[src/rtl/param_mux_rr.sv]
// N-to-1 channel multiplexer with a registered output stage.
// Selection is either by explicit select (MODE=0) or by round-robin arbitration (MODE=1).
module param_mux_rr #(
    parameter int unsigned W  = 8,
    parameter int unsigned N  = 10,
    parameter int unsigned SW = $clog2(N)
) (
    input  logic           CLK,
    input  logic           RST_N,
    input  logic           MODE,
    input  logic [SW-1:0]  S,
    input  logic [N*W-1:0] I,
    input  logic [N-1:0]   IV,
    output logic [N-1:0]   IR,
    output logic [W-1:0]   Z,
    output logic           ZV,
    input  logic           ZR,
    output logic [15:0]    ACNT
);

    logic [W-1:0]  z_q, z_d;
    logic          zv_q, zv_d;
    logic [SW-1:0] ptr_q, ptr_d;
    logic [15:0]   acnt_q, acnt_d;

    logic          free;
    logic          acc;
    logic          gnt_any;
    logic [N-1:0]  gnt_oh;
    logic [SW-1:0] gnt_idx;
    logic [SW:0]   rr_sum;
    logic [SW-1:0] rr_idx;
    logic [W-1:0]  z_sel;

    // Grant is purely combinational so MODE/S changes take effect in the same cycle.
    always_comb begin
        gnt_oh  = '0;
        gnt_idx = '0;
        gnt_any = 1'b0;
        rr_sum  = '0;
        rr_idx  = '0;
        if (!MODE) begin
            for (int unsigned k = 0; k < N; k++) begin
                if (S == SW'(k) && IV[k]) begin
                    gnt_oh[k] = 1'b1;
                    gnt_idx   = SW'(k);
                    gnt_any   = 1'b1;
                end
            end
        end else begin
            for (int unsigned j = 0; j < N; j++) begin
                rr_sum = {1'b0, ptr_q} + (SW+1)'(j);
                if (rr_sum >= (SW+1)'(N)) begin
                    rr_sum = rr_sum - (SW+1)'(N);
                end
                rr_idx = rr_sum[SW-1:0];
                if (!gnt_any && IV[rr_idx]) begin
                    gnt_oh[rr_idx] = 1'b1;
                    gnt_idx        = rr_idx;
                    gnt_any        = 1'b1;
                end
            end
        end
    end

    always_comb begin
        z_sel = '0;
        for (int unsigned k = 0; k < N; k++) begin
            if (gnt_oh[k]) begin
                z_sel = I[k*W +: W];
            end
        end
    end

    assign free = RST_N && (!zv_q || ZR);
    assign acc  = free && gnt_any;
    assign IR   = free ? gnt_oh : '0;

    always_comb begin
        z_d    = z_q;
        zv_d   = zv_q;
        ptr_d  = ptr_q;
        acnt_d = acnt_q;
        if (free) begin
            zv_d = acc;
        end
        if (acc) begin
            z_d    = z_sel;
            acnt_d = acnt_q + 16'd1;
            if (MODE) begin
                ptr_d = (gnt_idx == SW'(N-1)) ? '0 : gnt_idx + 1'b1;
            end
        end
    end

    always_ff @(posedge CLK) begin
        if (!RST_N) begin
            z_q    <= '0;
            zv_q   <= 1'b0;
            ptr_q  <= '0;
            acnt_q <= '0;
        end else begin
            z_q    <= z_d;
            zv_q   <= zv_d;
            ptr_q  <= ptr_d;
            acnt_q <= acnt_d;
        end
    end

    assign Z    = z_q;
    assign ZV   = zv_q;
    assign ACNT = acnt_q;

endmodule

[config.mk]
export PLATFORM = sky130hd
export DESIGN_NAME = param_mux_rr
export DESIGN_NICKNAME = d
export VERILOG_FILES = /design/src/rtl/param_mux_rr.sv
export SDC_FILE = /design/constraint.sdc
export NUM_CORES = 1
export LEC_CHECK = 0
export ABC_AREA = 1
export CORE_MARGIN = 4
export CORE_UTILIZATION = 25
export DETAILED_ROUTE_END_ITERATION = 10
export SETUP_SLACK_MARGIN = 0.1
export SYNTH_ARGS = -nofsm -noshare
export SYNTH_HDL_FRONTEND = slang
export SYNTH_SLANG_ARGS = --single-unit
[constraint.sdc]
create_clock -name CLK -period 5.6 [get_ports CLK]
set_input_delay 1.4 -clock CLK [delete_from_list [all_inputs] [get_ports CLK]]
set_output_delay 1.4 -clock CLK [all_outputs]
set_load 0.02 [all_outputs]
### Word level (Yosys, flattened, before mapping)

Cells that the tools add are included.

| storage, ports and cells | value |
|---|---|
| flip-flop bits (word level) | 29 |
| bits of input ports | 98 |
| output and inout port bits | 35 |

| operators by class | value |
|---|---|
| equality and inequality tests | 10 |
| order comparisons | 30 |
| bitwise operators | 9 |
| multiplexer cells | 151 |
| reduce and logical (&&, ||, !) cells | 44 |
| add/subtract/negate cells | 21 |

Operators by type and width:

| operator | number |
|---|---|
| $mux W10 | 21 |
| $mux W4 | 40 |
| $or A10 B10 Y10 | 9 |
| $mux W8 | 10 |
| $mux W1 | 60 |
| $lt A4 B5 Y1 const B | 10 |
| $ge A5 B4 Y1 const B | 9 |
| $bmux W1 S4 | 10 |
| $demux W1 S4 | 10 |
| $ge A4 B1 Y1 const B | 10 |
| $sub A4 B4 Y4 const B | 10 |
| $logic_and A1 B1 Y1 | 31 |
| $add A4 B3 Y5 const B | 4 |
| $add A16 B1 Y16 const B | 1 |
| $eq A4 B3 Y1 const B | 4 |
| $eq A4 B4 Y1 const B | 3 |
| $add A4 B2 Y5 const B | 2 |
| $add A4 B4 Y5 const B | 2 |
| $logic_not A1 Y1 | 10 |
| $eq A4 B2 Y1 const B | 2 |
| $add A4 B1 Y5 const B | 1 |
| $add A4 B1 Y4 const B | 1 |
| $eq A4 B1 Y1 const B | 1 |
| $ge A4 B4 Y1 const B | 1 |
| 3 further kinds | 3 |

### Logic depth before layout (Yosys ltp)

Gate-level depths: netlist (run 1).

| depth | value |
|---|---|
| depth in word-level cells | 53 |
| gate-level depth with buffers | 37 |
| gate-level depth less buffers | 34 |

### Worst setup path before layout (run 1)

No wires, ideal clock.

| timing | value |
|---|---|
| kind | register to output |
| start | register ptr_q[0] |
| end | output IR[8] |
| cell stages (with the launch flop) | 26 |
| buffers on the path | 3 |
| required time | 4.200 ns |
| path slack | -0.031 ns |
| arrival time | 4.231 ns |
| cells stage by stage | dfxtp_1 -> inv_2 -> clkbuf_1 -> buf_1 -> clkbuf_1 -> ha_1 -> inv_2 -> ha_1 -> nand2_1 -> nand2_2 -> nand3_1 -> nand2_2 -> nand2_1 -> nand3_1 -> nand3_4 -> nor2_4 -> nand3_2 -> nor2_4 -> nand4_4 -> nor2_4 -> nand2_2 -> nor2_2 -> nand3_1 -> o2111ai_2 -> nand2_1 -> nor2_1 |

| between the ends | value |
|---|---|
| longest elaborated chain between the ends | 44 |
| elaborated cells on any way between the ends | 185 |

Ends and longest elaborated chain:

| what | line | RTL |
|---|---|---|
| start: declaration | 23 | `logic [SW-1:0] ptr_q, ptr_d;` |
| start signal: assignment | 105 | `ptr_q <= ptr_d;` |
| branches (longest 41 deep; another with $add A4 B1 Y5) | - |  |
| $mux W10 (*) | 57 | `if (!gnt_any && IV[rr_idx]) begin` |
| $mux W10 (*) | 42 | `if (!MODE) begin` |
| $mux W10 (*) | 77 | `assign IR = free ? gnt_oh : '0;` |
| end: declaration | 14 | `output logic [N-1:0] IR,` |

Every way passes the cells marked *. The select of a mux whose other input is x is not followed.

### Worst setup path after layout (run 1)

| timing | value |
|---|---|
| start | input IV[5] |
| end | output IR[2] |

| between the ends | value |
|---|---|
| longest elaborated chain between the ends | 41 |
| elaborated cells on any way between the ends | 86 |

Ends and longest elaborated chain:

| what | line | RTL |
|---|---|---|
| start: declaration | 13 | `input logic [N-1:0] IV,` |
| $bmux W1 S4 | 57 |  |
| $mux W1 (implied by the code) | 57 |  |
| $mux W1 | 57 |  |
| $mux W1 | 42 |  |
| $logic_not A1 Y1 | 57 |  |
| $logic_and A1 B1 Y1 | 57 |  |
| $mux W1 | 57 |  |
| $mux W1 | 42 |  |
| [25 not listed] | - |  |
| $logic_and A1 B1 Y1 | 57 |  |
| $mux W1 | 57 |  |
| $mux W1 | 42 |  |
| $logic_not A1 Y1 | 57 |  |
| $logic_and A1 B1 Y1 | 57 |  |
| $mux W10 (*) | 57 |  |
| $mux W10 (*) | 42 |  |
| $mux W10 (*) | 77 |  |

Mark *: on every way between the ends. The rest lies on a longest branch, timed or not. The select of a mux whose other input is x is not followed.

==> results of run 1 <==
## what timing repair did
item / 4_1_cts / 5_1_grt
gates cloned: 0 / 0
endpoints found under the setup margin: 10 / 10
gates resized for setup: 87 / 60
buffers inserted: 13 / 3
pin swaps: 19 / 24
## metal layers
layer  track usage, %  wire (um)  vias up
met2             30.3      11900      293
met3             1.59       1510       43
met1             27.9      12300     3701
met5                0          0        -
met4             3.20        523        0
li1                 -          -     4179
## kinds of logic (layout without fill, tap and decap cells)
| logic type | Yosys count | in the layout | synth area share [%] |
|---|---|---|---|
| AOI/OAI and AO/OA | 120 | 120 | 12.6 |
| xor gates and xnor gates | 8 | 8 | 1.54 |
| and+or+nand+nor | 740 | 740 | 58.5 |
| buffers and inverters | 199 | 460 | 12.9 |
| DFF | 29 | 29 | 9.63 |
| adders and majority gates | 23 | 23 | 4.90 |
## final timing paths
kind / startpoint / endpoint / cells past startpoint
worst max register to register: ptr_q[0] / Z[4] / 32
worst max-delay path: IV[5] / IR[2] / 21
worst min register to register: ACNT[12] / ACNT[12] / 2
worst min-delay path: ACNT[12] / ACNT[12] / 2
## placed cells by master (no fill, tap or decap), types with 4 or more instances in the layout
cell / synthesis / layout
buf_6: 2 / 6
nand3_1: 150 / 148
clkinv_1: 5 / 5
a21oi_2: 4 / 5
nand2_1: 288 / 274
nand4_1: 44 / 44
nand3_2: 13 / 13
dfxtp_1: 29 / 25
nor2_4: 6 / 11
inv_1: 144 / 134
nand3_4: 3 / 5
a21oi_1: 31 / 29
clkbuf_16: 0 / 5
ha_1: 22 / 19
dlygate4sd2_1: 0 / 5
dfxtp_2: 0 / 4
nor2_2: 7 / 17
o211ai_1: 6 / 6
o21ai_1: 16 / 18
buf_4: 3 / 145
or2_1: 7 / 7
o21ai_0: 34 / 26
clkdlybuf4s50_1: 0 / 112
or2_2: 8 / 8
inv_2: 26 / 34
nand2_4: 4 / 6
nor2_1: 139 / 124
nand3b_1: 4 / 4
o21ai_2: 4 / 10
nand2_2: 20 / 32
nor3_1: 32 / 30
a31oi_1: 5 / 5
## registers in the layout (all words and copies together), names as in the netlist
name	cells
ZV	1
Z	8
ACNT	16
ptr_q	4
## power by group
group	internal, uW	switching [uW]	total, uW	leakage [uW]
Combinational	483	749	1230	0.00400
Sequential	221	10.0	231	0.000239
Clock	206	86.5	292	0.0000797
Total	910	845	1760	0.00432
## synth_stat cells (3+ instances only)
cell type,instances
buf_4,3
nand4_1,44
nor3_1,32
xor2_1,3
clkinv_1,5
nand3_4,3
nand3b_1,4
nand3_2,13
nor2_1,139
inv_2,26
nand2_4,4
ha_1,22
o31ai_1,3
o211ai_1,6
nand2_2,20
a21oi_1,31
or2_1,7
nor4_1,3
inv_1,144
a31oi_1,5
nor2_4,6
nor2_2,7
o21ai_1,16
o21ai_2,4
a21oi_2,4
nand3_1,150
nand2_1,288
o21ai_0,34
xor2_2,3
buf_1,5
dfxtp_1,29
or2_2,8
clkbuf_1,12
## through the flow
step	std cells	worst slack [ns]	util, %
final	1699	0.269	38.7
after floorplan	1119	0.102	-
after detailed placement	1676	-0.626	36.6
after CTS	1696	0.102	37.9
after global placement	1676	-0.624	36.6
after global routing	1699	0.102	38.7
## cell type report
type,count,area [sq um]
well taps,319,399
multi-input cells,891,4890
fillers,2572,14500
clock buffers,5,125
clock inverters,2,35.0
repair buffers,278,2430
flip-flops and latches,29,586
inverters,175,662
## worst max-delay path, delay by kind of cell
family,cells,cell delay (ns)
buf+inv,6,0.88
simple gates,13,1.46
compound gates,2,0.18
==> flow_summary.yaml, run 1 <==
status:
  status: "finished, final reports clean"
clock_tree:
  clk_pin_slew_ns: 0.05
  root_buffer: "clkbuf_16"
  cts.sinks: 29
  cts_tree: "yes"
  hold_buffers: 0
  cts_buffers: 5
  cts_max_path_buffers: 2
  clock_latency_ns: 0.27
  htree_levels: 2
worst_setup_path:
  critPathMaxStageDelay_ns: 0.27
  path_cells: "dlygate4sd2_1 -> inv_1 -> nand2_1 -> o21ai_2 -> nand3_1 -> o21ai_1 -> nand2_1 -> nand2_4 -> buf_6 -> inv_4 -> nor2_4 -> nand3_4 -> nor2_4 -> nand4_4 -> nor2_4 -> buf_4 -> nand4_1 -> nand3_1 -> nand2_1 -> nor2_1 -> buf_2"
  critPathRequiredTime_ns: 4.20
  r2r_setup_slack_ns: 1.44
  end_kind: "primary output"
  crit_fanout: 8
  cpMaxStageDelayCell: "dlygate4sd2_1"
  cp.arrival_ns: 3.93
  critPathLaunchType: "input port"
  crit_type: "in -> out"
placed_design:
  place_area_sq_um: 8640
  place_hpwl_um: 22000
  io_buffers: 132
  gp_congestion: 0.956
timing:
  finalMaxSlewViolations: 0
  relSlewSlack_pct: 62.8
  finalHoldViolCount: 0
  fin_crit_sh_pct: 95.2
  max_freq_mhz: 188
  fin_hold_ws_ns: 0.485
  finalSetupTns_ns: 0
  fin_crit_ns: 5.33
  worstMarginPinSlew_ns: 0.554
  fin_skew_ns: 0.00617
  rsz0062_at_grt: "no"
  setup-violations-final: 0
route:
  viasPerCell: 4.84
  ant_nets: 0
  wl_um: 26200
  first_iter_violations: 715
  drc: 0
  vias: 8216
  drt_pass1_iterations: 6
  wl_per_cell_um: 15.4
global_routing:
  grt_pass1_wl_um: 41100
  grt_pass1_vias: 7667
  antenna_found_initial: 0
  groute.usage.overall_pct: 18.9
  grt-ovfl-total: 0
  grt_max_degree: 32
pwr:
  cellPowerDensity_nw_per_um2: 192
  p_leak_uw: 0.00432
  vdd_drop_max_mv: 0.152
  power_uw: 1760
synth:
  synthesis.area_per_instance_sq_um: 5.39
  synth_edf_count: 0
  syn_inst: 1119
  ys_types: 59
  synth_nets: 1240
  yosysTopAreaCell: "nand2_1"
  yosysTopAreaCellShare_pct: 17.9
  synthFlopType: "dfxtp_1"
  yosys_register_bits: 29
  async_flop_share_pct: 0
  ys_seq_area_share_pct: 9.63
  synth_area_sq_um: 6030
  ys_warn_count: 0
  synthTopCellsByArea: "nand2_1 18%, nand3_1 12%, dfxtp_1 9.6%"
floorplanning:
  die_x_um: 163
  rows: 56
  die-area_sq_um: 26700
  io_pins: 133
  start_util_pct: 25.5
  core_area_sq_um: 23600
  die_y_um: 163
layout:
  area_growth_pct: 51.4
  post_route_cells_drive_above_1_share_pct: 24.4
  fin_nets: 1501
  design_area_sq_um: 9130
  antenna_cells: 0
flow_run:
  drv_cap: 0
hold_path:
  holdCritPathClass: "reg -> reg"
Note: power is estimated with default switching activity, not from simulation.
==> run 2, diff against run 1 <==
--- a/config.mk
+++ b/config.mk
@@ -9,6 +9,7 @@
 export CORE_MARGIN = 4
 export CORE_UTILIZATION = 25
 export DETAILED_ROUTE_END_ITERATION = 10
+export DONT_BUFFER_PORTS = 1
 export SETUP_SLACK_MARGIN = 0.1
 export SYNTH_ARGS = -nofsm -noshare
 export SYNTH_HDL_FRONTEND = slang
==> constraint.sdc (replaced) <==
create_clock -name CLK -period 4.5 [get_ports CLK]
set_input_delay 1.125 -clock CLK [delete_from_list [all_inputs] [get_ports CLK]]
set_output_delay 1.125 -clock CLK [all_outputs]
set_load 0.02 [all_outputs]
==> run 2 against run 1 <==
Critical path type is now reg -> out; die area stayed put; global-route usage is 1.2 points lower; wire length is 4.1% lower; cell count is 6.4% lower; clock skew is 0.0021 ns lower; first-iteration DRC count is 7.0% higher; clock-buffer cell count is 3 higher; register-to-register slack worse by 1.1 ns; hold slack better by 0.039 ns; largest cell class unchanged; via count is 2.7% lower; clock power is 13% higher; the flow now finishes with violations (setup timing).
==> flow_summary.yaml, run 2 (same netlist as run 1, synthesis figures left out) <==
layout:
  design_area_sq_um: 8740
  final_cell_mix: "240 x nand2_1, 149 x buf_4, 136 x inv_1"
  fillers: 2542
  fin_nets: 1391
  largest_reg_flops: 16
  post_route_cells_drive_above_1_share_pct: 33.7
  antenna_cells: 0
  area_growth_pct: 44.9
  final_core_util_pct: 37.0
  layout_commonest_cell: "nand2_1"
clock_tree:
  clk_pin_slew_ns: 0.05
  cts_tree: "yes"
  htree_levels: 2
  clock_latency_ns: 0.27
  root_buffer: "clkbuf_16"
  cts_max_path_buffers: 2
  cts_buffers: 5
  cts.sinks: 29
  hold_buffers: 0
status:
  violations: "setup timing"
  status: "complete, but fails checks"
timing:
  relSlewSlack_pct: 35.4
  setup-violations-final: 10
  fin_skew_ns: 0.00403
  worstMarginPinSlew_ns: 0.968
  fin_crit_ns: 4.74
  finalHoldViolCount: 0
  fin_ws_ns: -0.239
  fin_crit_sh_pct: 105
  max_freq_mhz: 211
  rsz0062_at_grt: "yes"
  finalMaxSlewViolations: 0
worst_setup_path:
  end_kind: "primary output"
  critPathMaxStageDelay_ns: 0.37
  critPathTopFamily: "simple AND/OR/NAND/NOR gates"
  cpMaxStageDelayCell: "dfxtp_4"
  cpMostUsedCell: "nor2_4"
  worstPathBufferInverterCount: 5
  critPathLaunchType: "flip-flop"
  critPathRequiredTime_ns: 3.38
  crit_type: "reg -> out"
  crit_fanout: 8
  cp.arrival_ns: 3.61
floorplanning:
  io_pins: 133
  die_y_um: 163
  rows: 56
  core_area_sq_um: 23600
  die_x_um: 163
  start_util_pct: 25.5
  die-area_sq_um: 26700
route:
  viasPerCell: 5.03
  drt_pass1_iterations: 6
  wl_um: 25100
  vias: 7993
  first_iter_violations: 765
  wl_per_cell_um: 15.8
  drc: 0
  ant_nets: 0
pwr:
  cellPowerDensity_nw_per_um2: 254
  vdd_drop_max_mv: 0.218
  p_leak_uw: 0.00406
flow_run:
  drv_cap: 0
global_routing:
  antenna_found_initial: 0
  grt_max_degree: 32
  grt_pass1_vias: 7393
  groute.usage.overall_pct: 17.7
  grt-ovfl-total: 0
  grt_pass1_wl_um: 38800
hold_path:
  holdCritPathClass: "reg -> reg"
placed_design:
  dp_slack_ns: -0.0736
  place_hpwl_um: 20300
  io_buffers: 0
  gp_congestion: 0.975
  place_area_sq_um: 7520
-- run 2: cell types whose count changed in the layout (fill, tap and decap cells not counted), moves of 8 or more --
cell,previous run,this run
clkdlybuf4s50_1,112,0
nor2_4,11,26
ha_4,0,9
nand2_2,32,49
nand3_2,13,22
buf_6,6,14
nand2_4,6,22
inv_2,34,24
nand2_1,274,240
nor2_1,124,103
nand3_1,148,135
-- run 2: final timing paths --
check | start | end | slack [ns] | cells after the start
worst max-delay path | ptr_q[1] | IR[8] | -0.24 | 25
worst min-delay path | ptr_q[2] | ptr_q[2] | 0.52 | 2
worst max register to register | ptr_q[1] | ACNT[15] | 0.36 | 29
worst min register to register | ptr_q[2] | ptr_q[2] | 0.52 | 2
-- run 2: repair_timing --
action	4_1_cts	5_1_grt
endpoints found under the setup margin	10	21
pin swaps	42	50
buffers inserted	21	23
gates resized for setup	76	102
-- run 2: per-layer routing --
metal | vias to the layer above | wire length [um] | GRT usage [%] | part of all wire (%)
met4 | 0 | 670 | 3.70 | 2.7
met3 | 53 | 1780 | 2.27 | 7.1
met1 | 3672 | 10900 | 24.8 | 43
met2 | 298 | 11800 | 29.0 | 47
li1 | 3970 | - | - | -
met5 | - | 0 | 0 | 0
-- run 2: report_power, final --
part	switching [uW]	leakage, uW	internal [uW]
sequential	35.9	0.000239	275
clock	109	0.0000712	220
combinational	975	0.00375	607
-- run 2: metrics by stage --
| stage | hold slack [ns] | power [uW] | std cells | setup TNS, ns |
|---|---|---|---|---|
| after global placement | 0.521 | 1610 | 1539 | -0.115 |
| after floorplan | 0.553 | 1140 | 1119 | -0.410 |
| after global routing | 0.547 | 2380 | 1590 | -3.74 |
| after CTS | 0.522 | 2070 | 1568 | -1.64 |
| final | 0.524 | 2220 | 1590 | -1.79 |
| after detailed placement | 0.528 | 1620 | 1539 | -0.197 |
-- run 2: cell type report --
cell class / count / area (sq um) / share of cell area [%]
multi-input cells: 891 / 5550 / 63.5
repair buffers: 168 / 1370 / 15.7
inverters: 175 / 688 / 7.87
flip-flops and latches: 29 / 589 / 6.74
clock buffers: 8 / 146 / 1.68
well taps: 319 / 399 / 4.57
-- run 2: worst register-to-register path: cells and delay by family, from the launching register on --
kind / cells / cell delay, ns
buffers and inverters: 10 / 1.23
AND/OR/NAND/NOR: 14 / 1.67
flip-flops: 1 / 0.37
adder cells (fa/ha/maj): 2 / 0.38
AO/OA/AOI/OAI: 3 / 0.39
